File: config.mk
export PLATFORM = sky130hd
export DESIGN_NAME = fletcher_verifier
export DESIGN_NICKNAME = d
export VERILOG_FILES = /design/src/rtl/fletcher_pkg.sv /design/src/rtl/fletcher_mod_acc.sv /design/src/rtl/fletcher_verifier.sv
export SDC_FILE = /design/constraint.sdc
export NUM_CORES = 1
export LEC_CHECK = 0
export BUFFER_PORTS_ARGS = -buffer_cell sky130_fd_sc_hd__buf_2
export CAP_MARGIN = 20
export CORE_UTILIZATION = 60
export CTS_CLUSTER_DIAMETER = 150
export CTS_CLUSTER_SIZE = 28
export DETAILED_ROUTE_END_ITERATION = 10
export GPL_ROUTABILITY_DRIVEN = 0
export GPL_TIMING_DRIVEN = 0
export PLACE_DENSITY = 0.82
export SLEW_MARGIN = 0
export SYNTH_ARGS = -nofsm -noshare
export SYNTH_HDL_FRONTEND = slang
export SYNTH_HIERARCHICAL = 1
export SYNTH_SLANG_ARGS = --single-unit
export TNS_END_PERCENT = 50
File: constraint.sdc
create_clock -name clk -period 17.38 [get_ports clk]
set_input_delay 0.869 -clock clk [delete_from_list [all_inputs] [get_ports clk]]
set_output_delay 0.869 -clock clk [all_outputs]
set_load 0.05 [all_outputs]
File: src/rtl/fletcher_pkg.sv
// Shared definitions for the Fletcher checksum verifier: frame states,
// default checksum width and the end-around modulus helper.
package fletcher_pkg;

   localparam int DefaultWidth = 32;

   typedef enum logic [2:0] {
      IDLE,
      PAYLOAD,
      TRAIL_B,
      TRAIL_A,
      DONE
   } state_e;

   // Modulus M = 2^half_width - 1 for one checksum half.
   function automatic logic [63:0] fletcher_modulus(input int half_width);
      return (64'd1 << half_width) - 64'd1;
   endfunction

endpackage

File: src/rtl/fletcher_mod_acc.sv
// One Fletcher accumulator lane: acc <= (acc + addend) mod (2^WidthHalf-1)
// using a carry-out end-around add. Both 0 and all-ones stand for zero.
module fletcher_mod_acc
   import fletcher_pkg::*;
#(
   parameter int WidthHalf = DefaultWidth / 2
) (
   input  logic                 clk,
   input  logic                 rst,
   input  logic                 clr,
   input  logic                 en,
   input  logic [WidthHalf-1:0] addend,
   output logic [WidthHalf-1:0] sum_next,
   output logic [WidthHalf-1:0] acc
);

   logic [WidthHalf:0] raw_sum;

   // Inputs never exceed M, so one end-around fold keeps the result <= M.
   always_comb begin
      raw_sum  = {1'b0, acc} + {1'b0, addend};
      sum_next = raw_sum[WidthHalf-1:0] + WidthHalf'(raw_sum[WidthHalf]);
   end

   always_ff @(posedge clk) begin
      if (rst || clr) begin
         acc <= '0;
      end else if (en) begin
         acc <= sum_next;
      end
   end

endmodule

File: src/rtl/fletcher_verifier.sv
// Fletcher checksum verifier: accumulates len payload words, then compares
// the trailer words B and A against the running sums (mod 2^WidthHalf-1).
// Optional calc register enabled by defining FLETCHER_VERIFIER_CALC_EN.
module fletcher_verifier
   import fletcher_pkg::*;
#(
   parameter  int Width     = DefaultWidth,
   localparam int WidthHalf = Width / 2
) (
   input  logic                 clk,
   input  logic                 rst,
   input  logic                 start,
   input  logic [15:0]          len,
   input  logic [WidthHalf-1:0] din,
   input  logic                 din_valid,
   output logic                 din_ready,
   output logic                 done,
   output logic                 ok,
   output logic [Width-1:0]     calc
);

   localparam logic [WidthHalf-1:0] Modulus = WidthHalf'(fletcher_modulus(WidthHalf));

   function automatic logic congruent(input logic [WidthHalf-1:0] x,
                                      input logic [WidthHalf-1:0] y);
      return (x == y) || (x == Modulus && y == '0) || (x == '0 && y == Modulus);
   endfunction

   state_e               state;
   state_e               state_next;
   logic [15:0]          remaining;
   logic                 match_b;
   logic                 accept;
   logic                 start_ok;
   logic                 acc_en;
   logic [WidthHalf-1:0] a_acc;
   logic [WidthHalf-1:0] a_next;
   logic [WidthHalf-1:0] b_acc;
   logic [WidthHalf-1:0] b_next;

   assign din_ready = (state == PAYLOAD) || (state == TRAIL_B) || (state == TRAIL_A);
   assign done      = (state == DONE);
   assign accept    = din_valid && din_ready;
   assign start_ok  = start && (state == IDLE);
   assign acc_en    = accept && (state == PAYLOAD);

   fletcher_mod_acc #(.WidthHalf(WidthHalf)) u_acc_a (
      .clk      (clk),
      .rst      (rst),
      .clr      (start_ok),
      .en       (acc_en),
      .addend   (din),
      .sum_next (a_next),
      .acc      (a_acc)
   );

   // B folds in the freshly updated A of the same word.
   fletcher_mod_acc #(.WidthHalf(WidthHalf)) u_acc_b (
      .clk      (clk),
      .rst      (rst),
      .clr      (start_ok),
      .en       (acc_en),
      .addend   (a_next),
      .sum_next (b_next),
      .acc      (b_acc)
   );

   always_comb begin
      state_next = state;
      case (state)
         IDLE:    if (start) state_next = (len != 16'd0) ? PAYLOAD : TRAIL_B;
         PAYLOAD: if (accept && remaining == 16'd1) state_next = TRAIL_B;
         TRAIL_B: if (accept) state_next = TRAIL_A;
         TRAIL_A: if (accept) state_next = DONE;
         DONE:    state_next = IDLE;
         default: state_next = IDLE;
      endcase
   end

   always_ff @(posedge clk) begin
      if (rst) begin
         state     <= IDLE;
         remaining <= '0;
         match_b   <= 1'b0;
         ok        <= 1'b0;
      end else begin
         state <= state_next;
         if (start_ok) begin
            remaining <= len;
            match_b   <= 1'b0;
            ok        <= 1'b0;
         end else if (acc_en) begin
            remaining <= remaining - 16'd1;
         end
         if (accept && state == TRAIL_B) begin
            match_b <= congruent(din, b_acc);
         end
         if (accept && state == TRAIL_A) begin
            ok <= match_b && congruent(din, a_acc);
         end
      end
   end

`ifdef FLETCHER_VERIFIER_CALC_EN
   logic             last_payload;
   logic [Width-1:0] calc_q;

   assign last_payload = acc_en && (remaining == 16'd1);

   always_ff @(posedge clk) begin
      if (rst || start_ok) begin
         calc_q <= '0;
      end else if (last_payload) begin
         calc_q <= {b_next, a_next};
      end
   end

   assign calc = calc_q;
`else
   logic calc_unused;
   assign calc_unused = ^b_next;
   assign calc        = '0;
`endif

endmodule

==> results of run 1 <==
==> worst reg2reg max path, delay by kind of cell, from the launching register on <==
family          cells  cell delay (ns)
compound gates     11             2.23
xor+xnor            1             0.18
fa+ha+maj           6             1.66
buf+inv             2             0.39
flops               1             0.38
simple gates       10             2.19
==> power breakdown <==
group	switching, uW	total [uW]	internal [uW]
sequential	9.74	139	129
clock	44.8	73.4	28.6
combinational	112	182	69.6
total	167	394	227
==> cell usage in the layout (no fill, tap or decap), types with 10 or more instances in the layout <==
cell type,instances
a21o_1,10
buf_2,44
o211ai_1,13
a21oi_1,50
inv_1,19
conb_1,32
nand3_1,19
clkbuf_1,12
nor2_1,61
nor4_1,34
mux2i_1,17
buf_4,33
nand4_1,24
ha_1,38
nor3_1,16
xor2_1,51
xnor2_1,29
o21ai_0,15
dfxtp_1,53
nand2_1,31
a31oi_1,10
==> area by class of cell <==
cell class / instances / area [um^2]
Buffer: 59 / 412
Timing Repair Buffer: 38 / 190
Tap cell: 111 / 139
Clock buffer: 6 / 72.6
Multi-Input combinational cell: 594 / 4260
Clock inverter: 2 / 15.0
Sequential cell: 53 / 1060
Inverter: 21 / 78.8
Fill cell: 765 / 2970
==> routing by layer <==
layer | track usage [%] | wire [um]
met1 | 38.1 | 6360
met2 | 52.3 | 7040
met3 | 5.62 | 1030
met4 | 11.2 | 459
met5 | 0 | 0
==> sequential cells by signal, summed over array words and instances, names as in the netlist <==
| signal | flops |
|---|---|
| state | 3 |
| remaining | 16 |
| u_acc_a/acc | 16 |
| u_acc_b/acc | 16 |
| match_b | 1 |
| ok | 1 |
==> worst min path at each step <==
| stage | startpoint | end | slack [ns] | cells past startpoint |
|---|---|---|---|---|
| floorplan | remaining[15] | remaining[15] | 0.46 | 2 |
| global placement | ok | ok | 0.46 | 2 |
| detailed placement | remaining[14] | remaining[14] | 0.48 | 2 |
| CTS | remaining[14] | remaining[14] | 0.49 | 2 |
| global route | remaining[14] | remaining[14] | 0.51 | 2 |
| finish | remaining[14] | remaining[14] | 0.49 | 2 |
==> through the flow <==
step	setup slack [ns]	instances	total power, uW
after floorplan	10.85	727	281
after global placement	9.95	876	312
after detailed placement	9.82	876	319
after CTS	10.12	884	391
after global routing	9.61	884	416
final	9.97	884	394
==> reports/metrics.cfg, run 1 <==
[clock_network]
post_cts_buffers = 0
cts_made_buffers = 5
cts_sinks = 53
cts_max_level = 2
clk_pin_slew_ns = 0.10
cts_max_path_buffers = 2
cts.root.buffer_cell = clkbuf_8
hold_buffers = 0
cts_tree = done
worstSkewPairLatency_ns = 0.32
post_cts_resize_count = 0

[die]
die-area_um2 = 9880
die_w_um = 99.4
row_count = 35
core-area_um2 = 9200
io_pins = 71
floorplan.initialDensity_pct = 61.9
die_h_um = 99.4

[setup_path]
end_kind = flip-flop
critPathBufInv = 3
r2r_start = u_acc_a/acc[0]
r2r_slack_ns = 10.30
critPathKind = in -> reg
path_delay_family = compound AO/OA/AOI/OAI gates
crit_top_cell = ha_1
cpMaxStageDelayCell = or4_1
crit_cells = 31
critPathCapture = u_acc_b/acc[15]
rr_worst_depth = 30
path_max_fanout = 8
crit_required_ns = 17.63
cp.arrival_ns = 7.66
cp-start-kind = primary input
startpoint = din[0]
cpPeakStageDelay_ns = 0.44
reg2reg_to = u_acc_b/acc[15]

[pwr]
p_leak_uw = 0.00274
p_per_area_nw_per_um2 = 63.2
vdd_ir_drop_max_mv = 0.0440

[detailed_routing]
drc = 0
post_drt_wl_per_cell_um = 16.8
ant_nets = 0
vias = 5519
wirelength_mm = 14.9
drt-pass1-iter-count = 5
drt_iter0_markers = 323
vias_per_cell = 6.24

[timing]
rsz0062_at_grt = false
drv_slew = 0
tightest_slew_ns = 0.800
period_needed_ns = 7.41
setup_tns_ns = 0
max_freq_mhz = 135
max_slew_margin_pct = 46.2
period_share_pct = 42.7
hold_viol = 0
setup_viol = 0
hold_slack_ns = 0.489
clock_skew_ns = 0.0104

[yosys]
synth.avg_cell_area_um2 = 8.18
syn_inst = 696
syn_area_um2 = 5690
ys.warnings.count = 6

[global_routing]
grt_pass1_vias = 5167
grt_first_pass_wirelength_mm = 24.3
overflow = 0
grt_usage_pct = 30.5
grt_start_max_net_pins = 17
grt_antenna_before_repair = 0

[layout]
fin_nets = 848
utilization_pct = 67.7
stdcell_area_um2 = 6220
syn2layout_area_growth_pct = 9.36
drive_gt1_share_pct = 18.5
n_antenna_cell = 0

[run]
max_cap_violations = 0

[placement]
port_buffers = 38
place_area_um2 = 6140
dpl.hpwl_mm = 11.8

[status]
outcome = complete, no violations

[hold_path]
hold_class = reg -> reg

(Power assumes the default switching activity.)
==> run 2: changes to the inputs <==
--- a/config.mk
+++ b/config.mk
@@ -7,13 +7,13 @@
 export LEC_CHECK = 0
 export BUFFER_PORTS_ARGS = -buffer_cell sky130_fd_sc_hd__buf_2
 export CAP_MARGIN = 20
-export CORE_UTILIZATION = 60
+export CORE_UTILIZATION = 54
 export CTS_CLUSTER_DIAMETER = 150
 export CTS_CLUSTER_SIZE = 28
 export DETAILED_ROUTE_END_ITERATION = 10
 export GPL_ROUTABILITY_DRIVEN = 0
 export GPL_TIMING_DRIVEN = 0
-export PLACE_DENSITY = 0.82
+export PLACE_DENSITY = 0.78
 export SLEW_MARGIN = 0
 export SYNTH_ARGS = -nofsm -noshare
 export SYNTH_HDL_FRONTEND = slang
==> constraint.sdc (replaced) <==
create_clock -name clk -period 6.2 [get_ports clk]
set_input_delay 0.31 -clock clk [delete_from_list [all_inputs] [get_ports clk]]
set_output_delay 0.31 -clock clk [all_outputs]
set_load 0.05 [all_outputs]
==> run 2 against run 1 <==
The flow now finishes with violations (setup timing). Clock skew grew 0.0035 ns. Largest power group unchanged. Worst hold slack lost 0.25 ns. Utilization shrank 0.78 points. Cell count grew 6.1%.
==> reports/metrics.cfg, run 2 (synthesis results as in run 1) <==
[timing]
clock_skew_ns = 0.0139
rsz0062_at_grt = true
period_share_pct = 101
max_freq_mhz = 159
setup_ws_ns = -0.0759
setup_viol = 4
max_slew_margin_pct = 23.0
hold_viol = 0
setup_tns_ns = -0.239
drv_slew = 0
period_needed_ns = 6.28
tightest_slew_ns = 1.15

[setup_path]
cpMaxStageDelayCell = or4b_1
cp-start-kind = flip-flop
rr_worst_depth = 30
cpPeakStageDelay_ns = 0.56
crit_required_ns = 6.41
critPathBufInv = 2
crit_top_cell = ha_4
r2r_start = u_acc_a/acc[0]
end_kind = flip-flop
critPathCapture = u_acc_b/acc[9]
cp.arrival_ns = 6.49
critPathKind = reg -> reg
startpoint = u_acc_a/acc[0]
path_delay_family = simple AND/OR/NAND/NOR gates
path_max_fanout = 4
crit_cells = 30
reg2reg_to = u_acc_b/acc[9]
r2r_slack_ns = -0.08

[layout]
n_antenna_cell = 0
seqCellArea_um2 = 1080
final_common_cell = buf_4
fin_cells = 938
final_cell_mix = buf_4 (65), nor2_1 (60), xor2_1 (50)
multi_input_area_um2 = 4620
fillers = 861
drive_gt1_share_pct = 28.2
syn2layout_area_growth_pct = 20.8
utilization_pct = 66.9
fin_nets = 877
largestRegisters = remaining x16, u_acc_a/acc x16, u_acc_b/acc x16

[global_routing]
grt_start_max_net_pins = 16
grt_pass1_vias = 5431
grt_first_pass_wirelength_mm = 26.1
grt_antenna_before_repair = 0
grt_usage_pct = 29.3
overflow = 0

[clock_network]
cts_max_path_buffers = 2
cts_sinks = 53
cts_made_buffers = 5
worstSkewPairLatency_ns = 0.33
cts_tree = done
cts.root.buffer_cell = clkbuf_8
cts_max_level = 2
clk_pin_slew_ns = 0.11

[pwr]
pwr-share-seq_pct = 33.2
swShare_pct = 42.7
p_leak_uw = 0.00293
netSwitchingPower_uw = 500
intPower_uw = 672
clkPwrFrac_pct = 17.5
p_per_area_nw_per_um2 = 171
comb_power_share_pct = 49.3
vdd_ir_drop_max_mv = 0.108

[placement]
port_buffers = 38
dpl.hpwl_mm = 12.0
dp.cells = 901

[run]
max_cap_violations = 0

[die]
die_w_um = 105
die-area_um2 = 11000
core-area_um2 = 10300
die_h_um = 105
row_count = 37
io_pins = 71
floorplan.initialDensity_pct = 55.4

[detailed_routing]
post_drt_wl_per_cell_um = 17.5
wirelength_mm = 16.4
vias = 5728
vias_per_cell = 6.11
ant_nets = 0
drt-pass1-iter-count = 6
drt_iter0_markers = 495
drc = 0

[status]
violations = setup timing
outcome = finished, violations left

[hold_path]
hold_class = in -> reg

run 2: through the flow:
step / instance area [um^2] / power, uW / worst slack, ns / hold WS [ns]
finish: 6880 / 1170 / -0.0759 / 0.242
global route: 6880 / 1240 / -0.328 / 0.236
CTS: 6630 / 1130 / 0.0123 / 0.242
detailed placement: 6170 / 897 / -0.967 / 0.475
global placement: 6170 / 876 / -0.693 / 0.467
floorplan: 5810 / 788 / 0.213 / 0.457
run 2: repair_timing:
action | in CTS | in global routing
pin swaps | 22 | 28
gates resized for setup | 48 | 29
setup endpoints to repair | 15 | 11
hold buffers | 0 | 0
buffers inserted | 15 | 17
run 2: worst register-to-register path: cells and delay by family (launching register included):
family / cells / cell delay, ns
xor gates and xnor gates: 1 / 0.12
buffers and inverters: 2 / 0.29
and+or+nand+nor: 14 / 2.83
DFF: 1 / 0.38
adders and majority gates: 5 / 1.03
AOI/OAI and AO/OA: 8 / 1.51
run 2: layout make-up:
| type | instances | share of cell area, % |
|---|---|---|
| Buffer | 56 | 5.95 |
| Clock buffer | 7 | 1.11 |
| Clock inverter | 1 | 0.109 |
| Inverter | 21 | 1.15 |
| Multi-Input combinational cell | 594 | 67.2 |
| Sequential cell | 53 | 15.7 |
| Tap cell | 136 | 2.47 |
| Timing Repair Buffer | 70 | 6.31 |
run 2: power groups by stage:
stage                     combinational (uW)  clock [uW]  sequential, uW
final                                    578         206             389
after global routing                     624         221             392
after global placement                   483           0             394
after CTS                                537         205             388
after detailed placement                 502           0             395
after floorplan                          400           0             388
run 2: worst min-delay path by stage:
stage                       start            end  slack, ns  cells after the start
floorplan           remaining[15]  remaining[15]       0.46                      2
global placement    remaining[15]  remaining[15]       0.47                      2
global route               len[3]   remaining[3]       0.24                      3
CTS                        len[3]   remaining[3]       0.24                      3
detailed placement             ok             ok       0.47                      2
finish                     len[3]   remaining[3]       0.24                      3
run 2: layer usage:
layer	global-route usage [%]	vias to the layer above	wire, um
met5	0	-	0
met4	11.8	0	482
met3	4.80	46	1190
met2	50.3	267	7810
met1	36.3	2670	6940
li1	-	2745	-
